**config.mk**
```make
export PLATFORM = sky130hd
export DESIGN_NAME = if_fetch_unit
export DESIGN_NICKNAME = d
export VERILOG_FILES = /design/src/rtl/riscv_pkg.sv /design/src/rtl/if_slot_buffer.sv /design/src/rtl/if_fetch_unit.sv
export SDC_FILE = /design/constraint.sdc
export NUM_CORES = 1
export LEC_CHECK = 0
export BUFFER_PORTS_ARGS = -buffer_cell sky130_fd_sc_hd__buf_2
export CAP_MARGIN = 10
export CORE_UTILIZATION = 44
export CTS_CLUSTER_SIZE = 14
export DETAILED_ROUTE_END_ITERATION = 10
export PLACE_DENSITY = 0.69
export SLEW_MARGIN = 20
export SYNTH_ARGS = -nofsm -noshare
export SYNTH_HDL_FRONTEND = slang
export SYNTH_SLANG_ARGS = --single-unit
```
**constraint.sdc**
```tcl
create_clock -name clk -period 4.15 [get_ports clk]
set_input_delay 0.2075 -clock clk [delete_from_list [all_inputs] [get_ports clk]]
set_output_delay 0.2075 -clock clk [all_outputs]
set_load 0.05 [all_outputs]
```
**src/rtl/riscv_pkg.sv**
```systemverilog
// riscv_pkg: shared RV32 fetch types, reset PC default, NOP encoding and PC alignment helper
package riscv_pkg;
   localparam int XLEN = 32;
   localparam logic [XLEN-1:0] RESET_PC_DEF = 32'h0000_0000;
   localparam logic [XLEN-1:0] NOP = 32'h0000_0013;
   typedef logic [XLEN-1:0] word_t;
   typedef struct packed {
      word_t pc;
      word_t data;
   } inst_t;
   function automatic word_t align_pc(input word_t pc);
      return {pc[XLEN-1:2], 2'b00};
   endfunction
endpackage

```
**src/rtl/if_slot_buffer.sv**
```systemverilog
// if_slot_buffer: circular alloc/fill/pop buffer of fetched {pc, instr} with single-cycle flush
module if_slot_buffer
   import riscv_pkg::*;
#(
   parameter int DEPTH = 2,
   localparam int AW = $clog2(DEPTH),
   localparam int PW = AW + 1
) (
   input  logic          clk,
   input  logic          rst,
   input  logic          i_flush,
   input  logic          i_alloc,
   input  word_t         i_alloc_pc,
   input  logic          i_fill,
   input  word_t         i_fill_data,
   input  logic          i_pop,
   output logic          o_head_valid,
   output inst_t         o_head,
   output logic [PW-1:0] o_used,
   output logic [PW-1:0] o_unfilled
);
   logic [PW-1:0] r_alloc_ptr, r_fill_ptr, r_head_ptr;
   word_t         r_pc   [DEPTH];
   word_t         r_data [DEPTH];
   always_ff @(posedge clk) begin
      if (rst || i_flush) begin
         r_alloc_ptr <= '0;
         r_fill_ptr  <= '0;
         r_head_ptr  <= '0;
      end else begin
         if (i_alloc) r_alloc_ptr <= r_alloc_ptr + PW'(1);
         if (i_fill)  r_fill_ptr  <= r_fill_ptr + PW'(1);
         if (i_pop)   r_head_ptr  <= r_head_ptr + PW'(1);
      end
   end
   // payload storage needs no reset; validity lives entirely in the pointers
   always_ff @(posedge clk) begin
      if (i_alloc) r_pc[r_alloc_ptr[AW-1:0]] <= i_alloc_pc;
      if (i_fill)  r_data[r_fill_ptr[AW-1:0]] <= i_fill_data;
   end
   assign o_used       = r_alloc_ptr - r_head_ptr;
   assign o_unfilled   = r_alloc_ptr - r_fill_ptr;
   assign o_head_valid = r_fill_ptr != r_head_ptr;
   assign o_head       = '{pc: r_pc[r_head_ptr[AW-1:0]], data: r_data[r_head_ptr[AW-1:0]]};
endmodule

```
**src/rtl/if_fetch_unit.sv**
```systemverilog
// if_fetch_unit: fetch PC, in-order imem requests, redirect flush and stale-response killing
module if_fetch_unit
   import riscv_pkg::*;
#(
   parameter logic [31:0] RESET_PC = RESET_PC_DEF,
   parameter int          DEPTH    = 2
) (
   input  logic        clk,
   input  logic        rst,
   input  logic        redirect_valid,
   input  logic [31:0] redirect_pc,
   output logic        imem_req_valid,
   input  logic        imem_req_ready,
   output logic [31:0] imem_req_addr,
   input  logic        imem_rsp_valid,
   input  logic [31:0] imem_rsp_data,
   output logic        inst_valid,
   input  logic        inst_ready,
   output logic [31:0] inst_pc,
   output logic [31:0] inst_data
);
   localparam int PW = $clog2(DEPTH) + 1;
   word_t         r_fetch_pc;
   logic [PW-1:0] r_kill_cnt;
   logic          w_req_fire, w_fill, w_pop, w_head_valid;
   inst_t         w_head;
   logic [PW-1:0] w_used, w_unfilled;
   assign imem_req_valid = !rst && !redirect_valid && (w_used < PW'(DEPTH));
   assign imem_req_addr  = r_fetch_pc;
   assign w_req_fire     = imem_req_valid && imem_req_ready;
   assign w_fill         = imem_rsp_valid && !redirect_valid && (r_kill_cnt == '0);
   assign w_pop          = inst_valid && inst_ready && !redirect_valid;
   assign inst_valid     = !rst && w_head_valid;
   assign inst_pc        = w_head.pc;
   assign inst_data      = w_head.data;
   // on redirect every unfilled slot becomes a response to throw away; the one arriving now is dropped too
   always_ff @(posedge clk) begin
      if (rst) begin
         r_fetch_pc <= RESET_PC;
         r_kill_cnt <= '0;
      end else if (redirect_valid) begin
         r_fetch_pc <= align_pc(redirect_pc);
         r_kill_cnt <= r_kill_cnt + w_unfilled - PW'(imem_rsp_valid);
      end else begin
         if (w_req_fire) r_fetch_pc <= r_fetch_pc + 32'd4;
         if (imem_rsp_valid && r_kill_cnt != '0) r_kill_cnt <= r_kill_cnt - PW'(1);
      end
   end
   if_slot_buffer #(.DEPTH(DEPTH)) u_slots (
      .clk          (clk),
      .rst          (rst),
      .i_flush      (redirect_valid),
      .i_alloc      (w_req_fire),
      .i_alloc_pc   (r_fetch_pc),
      .i_fill       (w_fill),
      .i_fill_data  (imem_rsp_data),
      .i_pop        (w_pop),
      .o_head_valid (w_head_valid),
      .o_head       (w_head),
      .o_used       (w_used),
      .o_unfilled   (w_unfilled)
   );
   a_rsp_expected: assert property (@(posedge clk) disable iff (rst)
      imem_rsp_valid |-> (r_kill_cnt != '0 || w_unfilled != '0));
endmodule

```
==> metrics.csv <==
stage,metric,value,unit
place,placed cell count,803,
setup_path,CP max-delay cell,or2_2,
power_and_ir_drop,Static Leak,3.28,nW
synthesis,cell area after synthesis,0.00680,mm²
run_status,outcome,finished clean,
global_routing,busiest grt layer,met2,
clocking,CTS Sinks,163,
place,GP Congestion,0.787,
global_routing,GRT Total Usage,20.0,%
power_and_ir_drop,P_sw,0.00119,W
sta,Final Hold Vio Count,0,
place,IO buf count,161,
global_routing,met1 Track Usage GR,23.5,%
clocking,Worst-path clk slew,0.06,ns
clocking,Post-CTS Repair Setup Buffers,0,
global_routing,vias in the first global route,4686,
global_routing,global routing usage on met2,35.0,%
clocking,H-tree depth,4,
setup_path,"Max FO, Critical Path",11,
final_layout,Area Overhead vs Synth,28.7,%
sta,"Slew Viols, Final",0,
synthesis,Yosys top cell area share,54.7,%
clocking,CTS buffer count,17,
clocking,CTS Buffer Depth,2,
synthesis,Yosys reg bits,163,
sta,RSZ-0062 raised after global routing,no,
sta,Worst slew margin,36.8,%
clocking,Skew-Pair Late Insertion Delay,0.42,ns
run,Max-Cap Viols,0,
route,# DRC,0,
setup_path,CP Launch Point,imem_req_addr[12],
sta,worst slew pin tran,0.949,ns
route,DRT Pass-1 Iters,5,
die,# IOs,168,
route,"wirelength, routed",15500,µm
sta,hold slack,0.0560,ns
route,post-route ant nets,0,
synthesis,"EDFF count, synth",124,
clocking,CTS tree,done,
sta,final period demand of the worst path,2.69,ns
power_and_ir_drop,Gate power share,17.1,%
setup_path,CP startpoint kind,register,
power_and_ir_drop,VDD IR max,0.271,mV
synthesis,synth unique cells,42,
synthesis,Yosys top cell by area,edfxtp_1,
die,Die Width,126,µm
final_layout,final instance area,0.00875,mm²
synthesis,most numerous cell in the Yosys netlist,edfxtp_1,
die,die height,126,µm
place,post-detail-place hpwl,10200,µm
synthesis,Synth Flop Type,edfxtp_1,
global_routing,initial antenna violation count,0,
synthesis,synth top area cells,"edfxtp_1, dfxtp_1, mux2_2",
sta,Peak Freq,372,MHz
die,FP Rows,45,
setup_path,r2r startpoint,imem_req_addr[12],
global_routing,largest net degree at the start of global routing,60,
power_and_ir_drop,sw frac,27.8,%
route,drt initial violations,227,
clocking,Post-CTS Resized,0,
die,total core area,0.0151,mm²
die,die area,0.0160,mm²
setup_path,CP required,4.48,ns
clocking,Root Buffer,clkbuf_16,
synthesis,register area share after synthesis,66.2,%
worst_hold_path,worst hold start,redirect_pc[8],
power_and_ir_drop,cell area power density,491,mW/mm²
final_layout,"Cell Count, Final, Fillers Out",867,
setup_path,Crit path arrival time,3.02,ns
global_routing,met3 Use GR,5.48,%
synthesis,Syn Inst Count,470,
sta,Setup TNS,0,ns
clocking,# hold bufs at CTS,32,
final_layout,Nets,741,
die,initial core utilization,44.9,%
synthesis,Avg Synthesized Cell Area,14.5,µm²
power_and_ir_drop,Clk pwr share,37.9,%
global_routing,total global routing overflow,0,
power_and_ir_drop,sequential share of power,45.0,%
synthesis,"top cells by count, synth","edfxtp_1, mux2_2, dfxtp_1, nor2_1",
place,Placed Instance Area,0.00782,mm²
synthesis,"Async S/R FF share, synth",0,%
sta,final setup fails,0,
sta,clk_skew,0.0106,ns
power_and_ir_drop,Pint,0.00310,W
synthesis,Synth Warn #,0,
setup_path,CP Class,register to register,
route,Via density,5.25,
route,via count,4554,
setup_path,slowest cell delay on critical path,0.52,ns
global_routing,first-pass GRT wire length,24100,µm
final_layout,Ant. Diodes,0,
setup_path,Worst setup EP type,register,
route,wire per inst,17.9,µm
sta,Final Cycle Share,64.7,%
worst_hold_path,HP Class,input port to register,
setup_path,crit-path cells,and4_1 > nand4_1 > or2_2 > or4_1 > a311oi_1,
final_layout,fillers,1235,
final_layout,share of layout cells above drive strength 1,41.5,%
## cell type report
cell class                      count  area, µm²  share of cell area, %
Timing Repair Buffer              201       1190                   13.6
Inverter                           12       45.0                  0.515
Sequential cell                   163       4510                   51.5
Multi-Input combinational cell    271       2160                   24.7
Tap cell                          188        235                   2.69
Clock inverter                     14        186                   2.13
Clock buffer                       18        429                   4.90
## cell families (layout without fill, tap and decap cells)
logic type | Yosys count | after routing | share of synthesized area, %
AOI/OAI and AO/OA | 51 | 51 | 6.16
xor gates and xnor gates | 36 | 36 | 4.86
adders and majority gates | 5 | 5 | 1.14
buffers and inverters | 39 | 245 | 2.43
DFF | 163 | 163 | 66.2
muxes | 63 | 63 | 10.4
other | 1 | 4 | 0.0551
and+or+nand+nor | 112 | 112 | 8.74
## state kept, by name (all words and copies together), names as in the netlist, named ones only
| signal | count |
|---|---|
| u_slots.r_data | 64 |
| r_kill_cnt | 2 |
| imem_req_addr | 30 |
| u_slots.r_alloc_ptr | 2 |
| u_slots.r_head_ptr | 2 |
| u_slots.r_fill_ptr | 2 |
| u_slots.r_pc | 60 |
## through the flow
stage                     total power, W  setup slack [ns]  util [%]
after floorplan                  0.00249             0.373         -
after global placement           0.00265              1.61      51.6
after detailed placement         0.00268              1.49      51.6
after CTS                        0.00433              1.45      57.8
after global routing             0.00446              1.28      57.8
final                            0.00429              1.46      57.8
## final timing paths
check,endpoint,slack (ns),cells after the start
setup / recovery,imem_req_addr[31],1.46,5
hold / removal,imem_req_addr[8],0.06,3
setup reg to reg,imem_req_addr[31],1.46,5
hold reg to reg,u_slots.r_pc[1][21],0.53,0
## metal layers
layer | vias up | share of wire (%)
li1 | 2165 | -
met1 | 2210 | 42
met2 | 157 | 51
met3 | 22 | 5.6
met4 | 0 | 1.6
met5 | - | 0
## power by group through the flow
stage	clock network (W)	logic, W	registers, W
after global placement	0	0.000696	0.00196
after CTS	0.00166	0.000738	0.00193
after detailed placement	0	0.000711	0.00197
final	0.00163	0.000734	0.00193
after floorplan	0	0.000474	0.00202
after global routing	0.00173	0.000784	0.00194
## placed cells by master (no fill, tap or decap), types with 17 or more instances in the layout
cell	count
buf_2	161
nor2_1	39
dlygate4sd3_1	32
dfxtp_1	38
mux2_2	62
clkbuf_16	17
edfxtp_1	124
a211oi_1	21
xnor2_1	21
## worst max-delay path: cells and delay by family (launching register included)
kind / cells / cell delay [ns]
AND/OR/NAND/NOR: 4 / 1.83
flip-flops: 1 / 0.51
AO/OA/AOI/OAI: 1 / 0.26
(Power assumes the default switching activity.)
